<file path="config.mk">
export PLATFORM = sky130hd
export DESIGN_NAME = add_scheduler
export DESIGN_NICKNAME = d
export VERILOG_FILES = /design/src/rtl/add_scheduler.sv
export SDC_FILE = /design/constraint.sdc
export NUM_CORES = 1
export LEC_CHECK = 0
export CAP_MARGIN = 30
export CORE_UTILIZATION = 47
export CTS_BUF_LIST = sky130_fd_sc_hd__clkbuf_8
export DETAILED_ROUTE_END_ITERATION = 8
export MAX_ROUTING_LAYER = met4
export PLACE_DENSITY = 0.74
export SLEW_MARGIN = 20
export SYNTH_ARGS = -nofsm -noshare
export SYNTH_HDL_FRONTEND = slang
export SYNTH_SLANG_ARGS = --single-unit
</file>
<file path="constraint.sdc">
create_clock -name clk -period 6.45 [get_ports clk]
set_clock_uncertainty 0.15 [all_clocks]
set_input_delay 1.6125 -clock clk [delete_from_list [all_inputs] [get_ports clk]]
set_output_delay 1.6125 -clock clk [all_outputs]
set_load 0.01 [all_outputs]
</file>
<file path="src/rtl/add_scheduler.sv">
// add_scheduler: round-robin two-requester adder sharing one HALF-width slice over two cycles.
module add_scheduler #(
    parameter int WIDTH = 32
) (
    input  logic             clk,
    input  logic             reset,
    input  logic             req0_valid,
    input  logic [WIDTH-1:0] req0_a,
    input  logic [WIDTH-1:0] req0_b,
    output logic             req0_ready,
    input  logic             req1_valid,
    input  logic [WIDTH-1:0] req1_a,
    input  logic [WIDTH-1:0] req1_b,
    output logic             req1_ready,
    output logic             res_valid,
    input  logic             res_ready,
    output logic [WIDTH-1:0] res_sum,
    output logic             res_cout,
    output logic             res_id,
    output logic             busy
);
    localparam int HALF = WIDTH / 2;

    typedef enum logic [1:0] {IDLE, LO, HI, DONE} state_t;

    state_t           state_q, state_d;
    logic [WIDTH-1:0] a_q, a_d, b_q, b_d, res_sum_q, res_sum_d;
    logic [HALF-1:0]  lo_q, lo_d, sx, sy, ss;
    logic             id_q, id_d, last_id_q, last_id_d, carry_q, carry_d;
    logic             res_cout_q, res_cout_d, res_id_q, res_id_d;
    logic             grant, accept, sc, cin;

    always_ff @(posedge clk or posedge reset)
        if (reset) state_q <= IDLE;
        else       state_q <= state_d;

    always_comb begin
        state_d = state_q;
        case (state_q)
            IDLE:    state_d = accept ? LO : IDLE;
            LO:      state_d = HI;
            HI:      state_d = DONE;
            default: state_d = res_ready ? IDLE : DONE;
        endcase
    end

    always_comb begin
        req0_ready = !reset && state_q == IDLE && req0_valid && !grant;
        req1_ready = !reset && state_q == IDLE && req1_valid && grant;
        res_valid  = state_q == DONE;
        busy       = state_q != IDLE;
    end

    // Contention goes to whoever was not served last; a lone requester always wins.
    always_comb begin
        grant  = (req0_valid && req1_valid) ? ~last_id_q : req1_valid;
        accept = state_q == IDLE && (req0_valid || req1_valid);
        sx     = state_q == HI ? a_q[WIDTH-1:HALF] : a_q[HALF-1:0];
        sy     = state_q == HI ? b_q[WIDTH-1:HALF] : b_q[HALF-1:0];
        cin    = state_q == HI ? carry_q : 1'b0;
        {sc, ss} = {1'b0, sx} + {1'b0, sy} + (HALF + 1)'(cin);
    end

    always_comb begin
        a_d        = accept ? (grant ? req1_a : req0_a) : a_q;
        b_d        = accept ? (grant ? req1_b : req0_b) : b_q;
        id_d       = accept ? grant : id_q;
        last_id_d  = accept ? grant : last_id_q;
        lo_d       = state_q == LO ? ss : lo_q;
        carry_d    = state_q == LO ? sc : carry_q;
        res_sum_d  = state_q == HI ? {ss, lo_q} : res_sum_q;
        res_cout_d = state_q == HI ? sc : res_cout_q;
        res_id_d   = state_q == HI ? id_q : res_id_q;
    end

    always_ff @(posedge clk or posedge reset)
        if (reset) begin
            a_q        <= '0;
            b_q        <= '0;
            id_q       <= 1'b0;
            last_id_q  <= 1'b1;
            lo_q       <= '0;
            carry_q    <= 1'b0;
            res_sum_q  <= '0;
            res_cout_q <= 1'b0;
            res_id_q   <= 1'b0;
        end else begin
            a_q        <= a_d;
            b_q        <= b_d;
            id_q       <= id_d;
            last_id_q  <= last_id_d;
            lo_q       <= lo_d;
            carry_q    <= carry_d;
            res_sum_q  <= res_sum_d;
            res_cout_q <= res_cout_d;
            res_id_q   <= res_id_d;
        end

    assign res_sum  = res_sum_q;
    assign res_cout = res_cout_q;
    assign res_id   = res_id_q;
endmodule

</file>
Yosys cells after proc, flatten, opt, wreduce, memory -nomap -nowiden
Index checks and enable logic that the tools add are counted.
{"block": "totals", "ff_bits": 119, "inputBits": 133}
{"block": "op_classes", "n_mux": 9, "bitwise_logic": 1, "n_reduce_logical": 12, "n_eq_ne": 3, "add_sub_neg": 2}
{"cell": "$mux 32", "n": 2}
{"cell": "$mux 16", "n": 2}
{"cell": "$add 16x16->17", "n": 1}
{"cell": "$add 17x1->17", "n": 1}
{"cell": "$logic_and 1x1->1", "n": 7}
{"cell": "$pmux 2 s3", "n": 1}
{"cell": "$eq 2x2->1 const B", "n": 2}
{"cell": "$mux 1", "n": 3}
{"cell": "$eq 2x1->1 const B", "n": 1}
{"cell": "$logic_not 1->1", "n": 2}
{"cell": "$logic_not 2->1", "n": 1}
{"cell": "$mux 2", "n": 1}
{"cell": "$reduce_bool 2->1", "n": 1}
{"cell": "$logic_or 1x1->1", "n": 1}
{"cell": "$not 1->1", "n": 1}

Logic depth before layout (Yosys ltp)
Gate-level depths: netlist of the first run.
{"block": "depth", "ltp_word": 4, "depth_mapped": 15, "depth_no_buf": 12}

Least setup slack after synthesis of the first run
No wires, ideal clock.
{"block": "synth_path", "kind": "input-to-output", "from": "input port reset", "to": "output port req1_ready", "required_time_ns": 4.688, "slack_ns": 0.118, "arrival_ns": 4.569, "path_buffers": 0, "path_stages": 2, "path_cell_list": "inv_1 -> and3_1"}
{"block": "synth_via", "elab_chain_cells": 4}
{"item": "from (decl)", "line_no": "6", "rtl": "input logic reset,"}
{"item": "$logic_not 1->1 (no line)"}
{"item": "$logic_and 1x1->1 (3 in a row)", "line_no": "49", "rtl": "req1_ready = !reset && state_q == IDLE && req1_valid && grant;"}
{"item": "to (decl)", "line_no": "14", "rtl": "output logic req1_ready,"}
Every way passes these cells.

Worst setup path in the final report of the first run
{"block": "layout_path", "from": "input port req1_valid", "to": "output port req1_ready"}
{"block": "layout_via", "elab_chain_cells": 3, "elab_cells_between_ends": 4, "cone_classes": "mux: 1; reduce/logical: 3"}
{"item": "from (decl)", "line_no": "11", "rtl": "input logic req1_valid,"}
{"item": "$logic_and 1x1->1", "line_no": "56", "rtl": "grant = (req0_valid && req1_valid) ? ~last_id_q : req1_valid;"}
{"item": "$mux 1", "line_no": "56"}
{"item": "$logic_and 1x1->1 (*)", "line_no": "49"}
Mark *: on every way between the ends. The rest lies on a longest branch, timed or not.

==> results of run 1 <==
==> final cells by class <==
cell class,count,area (um^2)
fill,1020,4250
multi-input combinational,421,3130
sequential,119,2980
timing repair buffer,179,1790
clock buffer,20,275
tap,172,215
clock inverter,12,151
inverter,12,47.5
==> cell usage in the layout (no fill, tap or decap), types with 3 or more instances in the layout <==
cell type	n
and3_1	3
xor2_1	3
a21oi_1	19
buf_4	7
o21ai_1	30
bufinv_16	3
inv_1	11
mux2i_1	70
nand2_1	82
a21o_1	5
a31oi_1	4
nand3_1	5
clkdlybuf4s50_1	170
nand2b_1	3
nor2_1	21
o21ai_0	41
mux2_2	65
a31o_2	3
xnor2_1	6
nand4_1	3
dfrtp_1	118
o311ai_1	3
nor3_1	3
clkbuf_8	20
clkinvlp_4	4
ha_1	18
==> critical path, cell delays in order <==
cell	delay (ns)
clkdlybuf4s50_1	0.56
a21boi_4	0.23
buf_4	0.45
and3_1	0.22
clkdlybuf4s50_1	0.53
==> synthesized netlist by cell type (2+ instances only) <==
cell type and count:
nor2b_1 2, buf_1 9, mux2i_1 70, nor4b_1 2, and3_1 3, fa_1 2
inv_1 11, nand3_1 5, nor3_1 3, o311ai_1 3, ha_1 19, nand2b_1 3
a21oi_1 19, nand4_1 3, a41oi_1 2, xor2_1 3, o21ai_0 41, o21a_1 2
clkbuf_1 18, a31o_2 3, buf_2 10, a31oi_1 4, dfrtp_1 118, mux2_2 65
nand3b_1 2, o21ai_1 31, a21o_1 5, nor2_1 21, nand2_1 82, a311oi_1 2
xnor2_1 6
==> worst max-delay path by stage <==
stage | depth (start not counted) | endpoint
floorplan | 2 | req1_ready
detailed placement | 5 | req1_ready
finish | 5 | req1_ready
CTS | 5 | req1_ready
global route | 5 | req1_ready
global placement | 5 | req1_ready
==> cell families after synthesis <==
logic type,Yosys count,synth area share
AOI/OAI and AO/OA,123,0.115
xor gates and xnor gates,9,0.0125
adders and majority gates,21,0.0442
buffers and inverters,50,0.0330
DFF,119,0.474
muxes,136,0.230
and+or+nand+nor,132,0.0915
==> per-layer routing <==
layer | routed length (um) | GRT usage | vias to the layer above
met5 | 0 | - | -
met4 | 289 | 0.0857 | 0
met3 | 742 | 0.0431 | 21
met2 | 7390 | 0.392 | 164
met1 | 6490 | 0.284 | 2290
li1 | - | - | 2421
==> sequential cells by signal (all words and copies together) (netlist names) <==
name	flops
a_q	32
b_q	32
res_sum	32
lo_q	16
state_q	2
carry_q	1
id_q	1
last_id_q	1
res_cout	1
res_id	1
==> metrics by stage <==
step,hold slack [ns],worst slack (ns),instances
floorplan,0.294,0.118,590
global placement,0.307,1.13,902
detailed placement,0.316,1.07,902
CTS,0.331,1.06,934
global route,0.352,0.998,935
finish,0.327,1.07,935
==> power by group <==
group / leakage, nW / switching [mW] / internal [mW]
combinational: 2.11 / 1.40 / 1.26
sequential: 1.45 / 0.189 / 1.13
clock: 0.208 / 0.302 / 0.411
total: 3.77 / 1.90 / 2.80
==> out/metrics.yaml, run 1 <==
startpoint: "req1_valid"
area_growth_syn_to_layout_pct: 36.5
r2r_end: "res_sum[28]"
clk_path_buf_depth: 2
via_per_inst: 5.24
drive_above_1_share: 0.153
p_per_area_nw_per_um2: 547
r2r_start: "state_q[0]"
ys_ff_latch: 119
antennaDiodeCount: 0
period_needed_ns: 5.38
clock_latency_ns: 0.44
gp_congestion: 0.825
numCtsBuffers: 17
synth_area_leaders: "dfrtp_1 (47%), mux2_2 (12%), mux2i_1 (11%)"
core_area_um2: 12800
status: "complete, no violations"
die_area_um2: 13800
yosysTopAreaCell: "dfrtp_1"
postCtsSetupBuffers: 0
worstMarginPinSlew_ns: 0.807
wl_um: 14900
setup_tns_ns: 0
cts_max_level: 4
grtUsageTotal: 0.235
critical_path_required_ns: 4.69
port_buffers: 170
rrSetupSlack_ns: 2.52
syn-cell-area_um2: 6290
drv_cap: 0
period_share: 0.834
start_kind: "primary input"
whs_endpoint: "b_q[6]"
cts_tree: "built"
crit_type: "in -> out"
peakVddDrop_mv: 0.225
hp-class: "reg -> reg"
power_leakage_nw: 3.77
ios: 171
nets: 904
cp.arrival_ns: 3.62
final_util: 0.669
synth_top_area_frac: 0.470
cts_resized: 0
overflow: 0
synthDistinctLibCells: 52
fmax_mhz: 186
synth-edff-count: 0
wl_per_cell_um: 15.9
post_dp_cell_area_um2: 8130
clkSlewWorstSetupHoldPaths_ns: 0.07
grt_pass1_wl_um: 24700
slew_headroom: 0.462
start_util: 0.490
first_global_vias: 5013
cts.hold.buffers_added: 0
avgSynthCellArea_um2: 10.7
grt_max_degree: 131
antenna_found_initial: 0
rsz0062_at_grt: "no"
die_w_um: 118
total_power_mw: 4.70
root_buffer: "clkbuf_8"
final_area_um2: 8580
die_h_um: 118
netlist_instances: 590
finalSetupViolations: 0
worstSetupEndpointType: "output port"
crit_fanout: 31
finalHoldViolations: 0
hold_start: "b_q[6]"
reg2reg_depth: 13
cts.sinks: 119
vias: 4896
drt_iter0_markers: 264
rows: 41
drc_errors: 0
async_reset_ff_frac: 1.00
seq_area_frac_synth: 0.474
yosysWarnings: 0
synth_ff_type: "dfrtp_1"
ant_nets: 0
drt_first_pass_iters: 5
dpl.hpwl_um: 11400
hold_depth: 2
syn-num-nets: 744
final-max-slew-violation-count: 0
No activity file was read; power rests on OpenSTA's default activity.
==> inputs of run 2 (changes only) <==
- clock period: 6.45 -> 5.3 ns (I/O delays scaled with it)
==> out/metrics.yaml, run 2 (synthesis gave the netlist of run 1 again) <==
final_area_um2: 8600  # +0.23%
vias: 4925  # +0.59%
crit_fanout: 4  # -87%
wl_per_cell_um: 16.6  # +4.2%
crit_type: "in -> out"
drt_first_pass_iters: 5  # unchanged
drv_cap: 0  # unchanged
slew_headroom: 0.433  # -0.0289
crit_path_frequent_cell: "clkdlybuf4s50_1"
status: "complete, no violations"
postCtsSetupBuffers: 0  # unchanged
total_power_mw: 5.79  # +23%
peakVddDrop_mv: 0.253  # +13%
max_stage_delay_ns: 0.61  # +0.05 ns
cts_tree: "built"
rows: 41  # unchanged
ios: 171  # unchanged
worstSetupEndpointType: "output port"
numCtsBuffers: 17  # unchanged
rrSetupSlack_ns: 1.27  # -1.25 ns
critical_path.slowest_cell: "clkdlybuf4s50_1"
nets: 905  # +0.11%
period_needed_ns: 4.37
port_buffers: 170  # unchanged
die_h_um: 118  # unchanged
drt_iter0_markers: 299  # +13%
root_buffer: "clkbuf_8"
critical_path_required_ns: 3.83  # -0.86 ns
grtUsageTotal: 0.246  # +0.0114
gp_congestion: 0.804  # -2.6%
setup_tns_ns: 0  # unchanged
fmax_mhz: 229
clock_latency_ns: 0.45  # about the same
fill_cells: 1006  # -1.4%
clk_path_buf_depth: 2  # unchanged
die_w_um: 118  # unchanged
core_area_um2: 12800  # unchanged
area_growth_syn_to_layout_pct: 36.8
multi_input_area_um2: 3130  # unchanged
period_share: 0.824
ant_nets: 0  # unchanged
dp.cells: 903  # +0.11%
grt_max_degree: 75  # -43%
start_kind: "primary input"
final_common_cell: "clkdlybuf4s50_1"
seq_area_um2: 2980  # unchanged
final_cell_mix: "clkdlybuf4s50_1 (170), dfrtp_1 (118), nand2_1 (82)"
cts_resized: 0  # unchanged
worstMarginPinSlew_ns: 0.851  # +0.0434 ns
dpl.hpwl_um: 12100  # +6.2%
antennaDiodeCount: 0  # unchanged
antenna_found_initial: 0  # unchanged
grt_pass1_wl_um: 25400  # +3.1%
wl_um: 15500  # +4.3%
clkSlewWorstSetupHoldPaths_ns: 0.07  # about the same
overflow: 0  # unchanged
power_leakage_nw: 3.80  # +0.84%
first_global_vias: 5065  # +1.0%
start_util: 0.490  # unchanged
path_cells: "clkdlybuf4s50_1 -> a21boi_4 -> nor4b_1 -> clkdlybuf4s50_1"
final-max-slew-violation-count: 0  # unchanged
cts_max_level: 4  # unchanged
drc_errors: 0  # unchanged
finalHoldViolations: 0  # unchanged
cts.hold.buffers_added: 0  # unchanged
p_per_area_nw_per_um2: 674  # +23%
rsz0062_at_grt: "no"
hp-class: "reg -> reg"
die_area_um2: 13800  # unchanged
via_per_inst: 5.26  # +0.48%
drive_above_1_share: 0.151  # -0.00282
cts.sinks: 119  # unchanged
final_cells: 936  # +0.11%
post_dp_cell_area_um2: 8140  # +0.11%
finalSetupViolations: 0  # unchanged
cp.arrival_ns: 2.89  # -0.73 ns
final_util: 0.671  # +0.00156
-- run 2: worst paths after layout --
kind                            start    endpoint  cells after the start
min                            a_q[4]      a_q[4]                      2
min in group asynchronous       reset     a_q[26]                      3
max reg2reg                state_q[0]    lo_q[15]                     11
max in group asynchronous       reset     lo_q[3]                      4
min reg2reg                    a_q[4]      a_q[4]                      2
max                        req0_valid  req0_ready                      4
-- run 2: critical path, delay by kind of cell --
family,cells,cell delay [ns]
compound gates,1,0.10
buf+inv,2,1.20
simple gates,1,0.27
-- run 2: layout make-up --
type,count,area share
Multi-Input combinational cell,421,0.363
Clock buffer,20,0.0320
Tap cell,172,0.0250
Clock inverter,12,0.0185
Inverter,12,0.00567
Timing Repair Buffer,180,0.209
Sequential cell,119,0.346
-- run 2: power breakdown --
group | switching, mW | internal (mW)
clock | 0.354 | 0.541
combinational | 1.75 | 1.53
sequential | 0.244 | 1.38
-- run 2: layer usage --
metal | GRT usage | routed length (um) | vias to the layer above | share of wire
met4 | 0.0865 | 307 | 0 | 0.020
met1 | 0.294 | 6870 | 2321 | 0.44
met3 | 0.0630 | 624 | 27 | 0.040
li1 | - | - | 2428 | -
met5 | - | 0 | - | 0
met2 | 0.404 | 7750 | 149 | 0.50
-- run 2: per-stage QoR --
step / hold slack, ns / worst slack, ns
final: 0.327 / 0.933
after global routing: 0.345 / 0.845
after CTS: 0.332 / 0.921
after detailed placement: 0.316 / 0.926
after global placement: 0.310 / 1.00
after floorplan: 0.294 / 0.224
==> inputs of run 3 (changes only) <==
- CORE_UTILIZATION: 47 -> 45
- clock period: 5.3 -> 3.7 ns (I/O delays scaled with it)
==> out/metrics.yaml, run 3 (synthesis gave the netlist of run 1 again) <==
dpl.hpwl_um: 12200  # +0.97%
worstMarginPinSlew_ns: 0.581  # -0.269 ns
wl_per_cell_um: 16.4  # -1.0%
ant_nets: 0  # unchanged
drt_first_pass_iters: 4  # -1
finalHoldViolations: 0  # unchanged
drive_above_1_share: 0.167  # +0.0166
finalSetupViolations: 0  # unchanged
grtUsageTotal: 0.239  # -0.00731
clk_path_buf_depth: 2  # unchanged
die_w_um: 120  # +2.2%
drc_errors: 0  # unchanged
final_common_cell: "clkdlybuf4s50_1"
clock_latency_ns: 0.46  # about the same
peakVddDrop_mv: 0.443  # +75%
area_growth_syn_to_layout_pct: 38.5
cp.arrival_ns: 2.44  # -0.45 ns
critical_path_required_ns: 2.62  # -1.21 ns
via_per_inst: 5.26  # about the same
fmax_mhz: 285
antenna_found_initial: 0  # unchanged
final-max-slew-violation-count: 0  # unchanged
cts.sinks: 119  # unchanged
start_util: 0.467  # -0.0229
period_needed_ns: 3.51
total_power_mw: 8.40  # +45%
ios: 171  # unchanged
antennaDiodeCount: 0  # unchanged
final_area_um2: 8710  # +1.3%
rrSetupSlack_ns: 0.20  # -1.07 ns
worstSetupEndpointType: "output port"
post_dp_cell_area_um2: 8210  # +0.86%
first_global_vias: 5147  # +1.6%
die_area_um2: 14400  # +4.4%
vias: 4984  # +1.2%
cts_max_level: 4  # unchanged
postCtsSetupBuffers: 0  # unchanged
start_kind: "primary input"
wl_um: 15600  # +0.23%
crit_type: "in -> out"
drt_iter0_markers: 297  # -0.67%
core_area_um2: 13500  # +4.9%
drv_cap: 0  # unchanged
gp_congestion: 0.869  # +8.0%
rows: 42  # +2.4%
cts_tree: "built"
numCtsBuffers: 17  # unchanged
whs_ns: 0.330  # +0.00292 ns
nets: 913  # +0.88%
period_share: 0.950
setup_tns_ns: 0  # unchanged
final_cell_mix: "clkdlybuf4s50_1 (170), dfrtp_1 (118), nand2_1 (82)"
power_leakage_nw: 3.82  # +0.51%
root_buffer: "clkbuf_8"
slew_headroom: 0.612  # +0.179
p_per_area_nw_per_um2: 965  # +43%
rsz0062_at_grt: "no"
clkSlewWorstSetupHoldPaths_ns: 0.07  # about the same
status: "complete, no violations"
port_buffers: 170  # unchanged
crit_fanout: 4  # unchanged
die_h_um: 120  # +2.2%
hold_depth: 2  # unchanged
overflow: 0  # unchanged
grt_pass1_wl_um: 25400  # -0.35%
hp-class: "reg -> reg"
grt_max_degree: 131  # +75%
reg2reg_depth: 11  # unchanged
## run 3: worst paths after layout
kind                              endpoint       start
max in group asynchronous         lo_q[12]       reset
worst max register to register    lo_q[15]  state_q[0]
worst max-delay path            req0_ready  req0_valid
min in group asynchronous          a_q[28]       reset
worst min-delay path               a_q[10]     a_q[10]
worst min register to register     a_q[10]     a_q[10]
## run 3: cell type report
type	count	area [um^2]
multi-input cells	421	3150
flip-flops and latches	119	2980
fillers	1091	4740
repair buffers	188	1890
well taps	176	220
inverters	12	48.8
clock inverters	12	150
clock buffers	20	275
## run 3: layer usage
metal	global-route usage	part of all wire	vias to the layer above
li1	-	-	2444
met1	0.278	0.42	2380
met2	0.406	0.52	135
met3	0.0476	0.040	25
met4	0.0961	0.023	0
met5	-	0	-
## run 3: where the power goes
part | internal, mW | switching (mW) | leakage (nW)
logic | 2.31 | 2.50 | 2.17
registers | 1.98 | 0.369 | 1.45
clock network | 0.714 | 0.528 | 0.199
## run 3: critical path, cell delays in order
cell,delay [ns]
clkdlybuf4s50_1,0.60
a21boi_4,0.09
nor4b_1,0.24
clkdlybuf4s50_1,0.58
## run 3: what timing repair did
| action | CTS | global route |
|---|---|---|
| resized for setup | 0 | 3 |
| endpoints found under the setup margin | 0 | 13 |
| hold buffers | 0 | 0 |
## run 3: per-stage QoR
step                utilization  instances  worst slack (ns)
floorplan                     -        590            -0.476
global placement          0.610        914             0.210
detailed placement        0.610        914            0.0507
CTS                       0.642        946            0.0423
global route              0.647        948            0.0212
finish                    0.647        948             0.186
